`src/rtl/rv32i_insn_encoder_loader.sv`:
```
// RV32I instruction encoder and sequential program-memory loader: packs field
// bundles into 32-bit words and writes them to consecutive word addresses.
module rv32i_insn_encoder_loader #(
    parameter int unsigned ADDR_W      = 12,
    parameter int unsigned BASE_ADDR   = 0,
    parameter int unsigned DEPTH_WORDS = 1024
) (
    input  logic              CLK,
    input  logic              RST,
    input  logic              clr,
    input  logic              in_valid,
    output logic              in_ready,
    input  logic [2:0]        fmt,
    input  logic [6:0]        opcode,
    input  logic [4:0]        rd,
    input  logic [2:0]        funct3,
    input  logic [4:0]        rs1,
    input  logic [4:0]        rs2,
    input  logic [6:0]        funct7,
    input  logic [31:0]       imm,
    output logic [ADDR_W-1:0] mem_addr,
    output logic [31:0]       mem_wdata,
    output logic              mem_we,
    input  logic              mem_ack,
    output logic              err,
    output logic              full,
    output logic [ADDR_W-1:0] count
);

    localparam logic [1:0] S_IDLE = 2'd0;
    localparam logic [1:0] S_ENC  = 2'd1;
    localparam logic [1:0] S_WR   = 2'd2;

    localparam logic [2:0] FMT_R = 3'd0;
    localparam logic [2:0] FMT_I = 3'd1;
    localparam logic [2:0] FMT_S = 3'd2;
    localparam logic [2:0] FMT_B = 3'd3;
    localparam logic [2:0] FMT_U = 3'd4;
    localparam logic [2:0] FMT_J = 3'd5;

    localparam logic [ADDR_W-1:0] BASE  = ADDR_W'(BASE_ADDR);
    localparam logic [ADDR_W-1:0] DEPTH = ADDR_W'(DEPTH_WORDS);

    logic [1:0]        state_q, state_d;
    logic [ADDR_W-1:0] addr_q, addr_d;
    logic [ADDR_W-1:0] count_q, count_d;
    logic              err_q, err_d;
    logic [31:0]       wdata_q, wdata_d;

    logic [2:0]        fmt_q;
    logic [6:0]        opcode_q;
    logic [4:0]        rd_q;
    logic [2:0]        funct3_q;
    logic [4:0]        rs1_q;
    logic [4:0]        rs2_q;
    logic [6:0]        funct7_q;
    logic [31:0]       imm_q;

    logic              accept;
    logic              legal;
    logic [31:0]       enc_word;

    assign full     = (count_q == DEPTH);
    // clr takes priority over a same-cycle bundle, so ready is withheld while it is high.
    assign in_ready = (state_q == S_IDLE) && !full && !clr && !RST;
    assign accept   = in_valid && in_ready;

    assign mem_we    = (state_q == S_WR);
    assign mem_addr  = addr_q;
    assign mem_wdata = wdata_q;
    assign err       = err_q;
    assign count     = count_q;

    always_comb begin
        enc_word = '0;
        case (fmt_q)
            FMT_R: enc_word = {funct7_q, rs2_q, rs1_q, funct3_q, rd_q, opcode_q};
            FMT_I: enc_word = {imm_q[11:0], rs1_q, funct3_q, rd_q, opcode_q};
            FMT_S: enc_word = {imm_q[11:5], rs2_q, rs1_q, funct3_q, imm_q[4:0], opcode_q};
            FMT_B: enc_word = {imm_q[12], imm_q[10:5], rs2_q, rs1_q, funct3_q,
                               imm_q[4:1], imm_q[11], opcode_q};
            FMT_U: enc_word = {imm_q[31:12], rd_q, opcode_q};
            FMT_J: enc_word = {imm_q[20], imm_q[10:1], imm_q[11], imm_q[19:12],
                               rd_q, opcode_q};
            default: enc_word = '0;
        endcase
    end

    // Branch and jump offsets must be halfword aligned since bit 0 is not encodable.
    always_comb begin
        legal = 1'b1;
        if (fmt_q > FMT_J) begin
            legal = 1'b0;
        end else if (((fmt_q == FMT_B) || (fmt_q == FMT_J)) && imm_q[0]) begin
            legal = 1'b0;
        end
    end

    always_comb begin
        state_d = state_q;
        addr_d  = addr_q;
        count_d = count_q;
        err_d   = err_q;
        wdata_d = wdata_q;
        case (state_q)
            S_IDLE: begin
                if (clr) begin
                    addr_d  = BASE;
                    count_d = '0;
                    err_d   = 1'b0;
                end else if (accept) begin
                    state_d = S_ENC;
                end
            end
            S_ENC: begin
                wdata_d = enc_word;
                if (legal) begin
                    state_d = S_WR;
                end else begin
                    err_d   = 1'b1;
                    state_d = S_IDLE;
                end
            end
            S_WR: begin
                if (mem_ack) begin
                    addr_d  = addr_q + ADDR_W'(4);
                    count_d = count_q + ADDR_W'(1);
                    state_d = S_IDLE;
                end
            end
            default: state_d = S_IDLE;
        endcase
    end

    always_ff @(posedge CLK) begin
        if (RST) begin
            state_q <= S_IDLE;
            addr_q  <= BASE;
            count_q <= '0;
            err_q   <= 1'b0;
            wdata_q <= '0;
        end else begin
            state_q <= state_d;
            addr_q  <= addr_d;
            count_q <= count_d;
            err_q   <= err_d;
            wdata_q <= wdata_d;
        end
    end

    always_ff @(posedge CLK) begin
        if (RST) begin
            fmt_q    <= '0;
            opcode_q <= '0;
            rd_q     <= '0;
            funct3_q <= '0;
            rs1_q    <= '0;
            rs2_q    <= '0;
            funct7_q <= '0;
            imm_q    <= '0;
        end else if (accept) begin
            fmt_q    <= fmt;
            opcode_q <= opcode;
            rd_q     <= rd;
            funct3_q <= funct3;
            rs1_q    <= rs1;
            rs2_q    <= rs2;
            funct7_q <= funct7;
            imm_q    <= imm;
        end
    end

endmodule

```
`config.mk`:
```
export PLATFORM = sky130hd
export DESIGN_NAME = rv32i_insn_encoder_loader
export DESIGN_NICKNAME = d
export VERILOG_FILES = /design/src/rtl/rv32i_insn_encoder_loader.sv
export SDC_FILE = /design/constraint.sdc
export NUM_CORES = 1
export LEC_CHECK = 0
export ABC_AREA = 1
export CAP_MARGIN = 0
export CORE_MARGIN = 10
export CORE_UTILIZATION = 45
export CTS_BUF_LIST = sky130_fd_sc_hd__clkbuf_8
export DETAILED_ROUTE_END_ITERATION = 10
export PLACE_DENSITY = 0.77
export SYNTH_ARGS = -nofsm -noshare
export SYNTH_HDL_FRONTEND = slang
export SYNTH_SLANG_ARGS = --single-unit
```
`constraint.sdc`:
```
create_clock -name CLK -period 4.6 [get_ports CLK]
set_input_delay 0.92 -clock CLK [delete_from_list [all_inputs] [get_ports CLK]]
set_output_delay 0.92 -clock CLK [all_outputs]
set_load 0.03 [all_outputs]
```
==> results.toml <==
[finish]
final_common_cell = "nand2_1"
fin_util = 0.594
syn2layout_area_growth_pct = 28.7
drive_gt1_frac = 0.0429
diodes = 0
layout_common_cells = "nand2_1 (254), inv_1 (228), clkdlybuf4s50_1 (127)"
nNetsFinal = 1158

[sta]
grt_setup_unrepaired = "false"
period_share = 0.785
worst_pin_slew_ns = 0.850
timing.final.crit_period_ns = 3.61
tns_ns = 0
hold_viol = 0
finalSetupViolCount = 0
maxSlewViolCount = 0
relSlewSlack = 0.432
clock_skew_ns = 0.0137
max_freq_ghz = 0.277

[clock_network]
clock_sink_count = 124
cts.clk_slew.worst_paths_ns = 0.08
cts.path.max_buffers = 2
cts_resized = 0
clk-insertion-delay-late_ns = 0.43
cts_root_buf = "clkbuf_8"
post_cts_buffers = 0
hold_buffers = 0
cts_buffers = 17
cts_max_level = 4
cts_tree = "yes"

[placed_design]
dp_hpwl_mm = 12.0
port_buffers = 129
finalWeightedCongestion = 0.869

[detailed_routing]
dr.pass1.iters = 5
drtAntennaViolNets = 0
drt-total-wl_mm = 16.8
initialDrtViolationCount = 387
vias = 6106
drc = 0
post_drt_wl_per_cell_um = 13.2
viasPerCell = 4.80

[floorplan]
num_rows = 42
dieArea_um2 = 18800
io_pins = 132
die_h_um = 137
die_x_um = 137
start_util = 0.461
core_um2 = 13300

[power]
power.leakage_nw = 3.67
worst_ir_drop_vdd_mv = 0.182
p_per_area_nw_per_um2 = 308

[critical_path]
cp.arrival_ns = 2.69
critical_path_class = "reg -> out"
cpMaxStageDelayCell = "clkdlybuf4s50_1"
endpoint_kind = "output port"
worstRegToRegCells = 10
critPathRequiredTime_ns = 3.68
startpoint_type = "flop"
cp_cell_sequence = "inv_1, ha_1, nand2_1, nor2_1, nand2_2, nand2_1, inv_1, clkdlybuf4s50_1"
worstPathMaxFanout = 47
max_stage_delay_ns = 0.68

[hold_path]
holdCritPathClass = "reg -> reg"
whs_path_depth = 2

[run]
cap_viol_max_count = 0

[synth]
mappedNetlistArea_um2 = 6160
yosysUniqueCellTypes = 27
ys_seq_area_frac = 0.403
ys_seq_elements = 124
ys_warn_count = 0
synth_area_per_cell_um2 = 6.30
postSynthCellCount = 978

[global_route]
grt_pass1_vias = 5618
grt_start_max_net_pins = 73
grt_usage = 0.181
grt_pass1_wl_mm = 27.3
antenna_found_initial = 0
overflow = 0

[status]
status = "complete, no violations"
==> cells in the mapped netlist (all sizes together) <==
| library cell | n | area (um^2) |
|---|---|---|
| a21oi | 56 | 280 |
| clkinv | 3 | 11.3 |
| ha | 3 | 37.5 |
| o21a | 2 | 15.0 |
| a211oi | 3 | 22.5 |
| dfxtp | 124 | 2480 |
| and3 | 1 | 6.26 |
| clkbuf | 32 | 120 |
| conb | 1 | 3.75 |
| buf | 19 | 92.6 |
| nand3 | 15 | 80.1 |
| o21bai | 1 | 7.51 |
| nand2 | 255 | 957 |
| nand3b | 1 | 7.51 |
| nor3 | 11 | 66.3 |
| o221ai | 4 | 35.0 |
| o21ai | 30 | 150 |
| o211ai | 8 | 60.1 |
| nor2 | 104 | 390 |
| inv | 230 | 863 |
| nor3b | 1 | 7.51 |
| nand4 | 74 | 463 |
==> final timing paths <==
check / from / endpoint / slack (ns)
setup / recovery: count[0]$_SDFFE_PP0P_ / in_ready / 0.99
hold / removal: opcode_q[2]$_SDFFE_PP0P_ / mem_wdata[2]$_SDFFE_PP0P_ / 0.46
setup reg to reg: count[0]$_SDFFE_PP0P_ / imm_q[6]$_SDFFE_PP0P_ / 1.53
hold reg to reg: opcode_q[2]$_SDFFE_PP0P_ / mem_wdata[2]$_SDFFE_PP0P_ / 0.46
==> stage by stage <==
step                      cells  hold slack, ns  area, um^2  power (mW)  setup slack (ns)
after floorplan             979           0.438        6160        1.36              1.92
after global placement     1240           0.448        7510        1.48              1.10
after detailed placement   1240           0.453        7510        1.48              1.08
after CTS                  1272           0.464        7930        2.45             0.916
after global routing       1272           0.490        7930        2.55             0.755
final                      1272           0.458        7930        2.44             0.989
==> cells by family (layout without fill, tap and decap cells) <==
group	after synthesis	in the layout	share of synthesized area
flops	124	124	0.403
buf+inv	284	401	0.177
simple gates	462	462	0.321
other cells	1	2	0.000609
compound gates	104	104	0.0926
fa+ha+maj	3	3	0.00609
==> routing by layer <==
metal	up-vias	global-route usage	part of all wire
met5	-	0	0
met4	0	0.0585	0.017
met3	19	0.0517	0.069
met2	173	0.310	0.48
met1	2721	0.211	0.43
li1	3193	-	-
==> layout make-up <==
cell class,count,area [um^2]
Timing Repair Buffer,136,1330
Tap cell,176,220
Multi-Input combinational cell,571,2600
Inverter,233,875
Clock buffer,20,275
Clock inverter,12,139
Sequential cell,124,2480
Fill cell,1291,5420
==> sequential cells by signal, summed over array words and instances (netlist names) <==
| register | cells |
|---|---|
| mem_wdata | 32 |
| err | 1 |
| rd_q | 5 |
| fmt_q | 3 |
| mem_addr | 10 |
| opcode_q | 7 |
| funct7_q | 7 |
| rs2_q | 5 |
| rs1_q | 5 |
| count | 12 |
| state_q | 2 |
| imm_q | 32 |
| funct3_q | 3 |
==> worst max-delay path: cells and delay by family (launching register included) <==
| family | cells | cell delay (ns) |
|---|---|---|
| adder cells (fa/ha/maj) | 1 | 0.21 |
| flip-flops | 1 | 0.36 |
| AND/OR/NAND/NOR | 4 | 0.82 |
| buffers and inverters | 3 | 0.85 |
==> where the power goes <==
group          internal (mW)  leakage, nW  switching (mW)
clock                  0.528        0.198           0.455
sequential              1.11         1.01          0.0235
combinational          0.133         2.46           0.189
total                   1.78         3.67           0.667
Power figures use the tool's default switching activity.
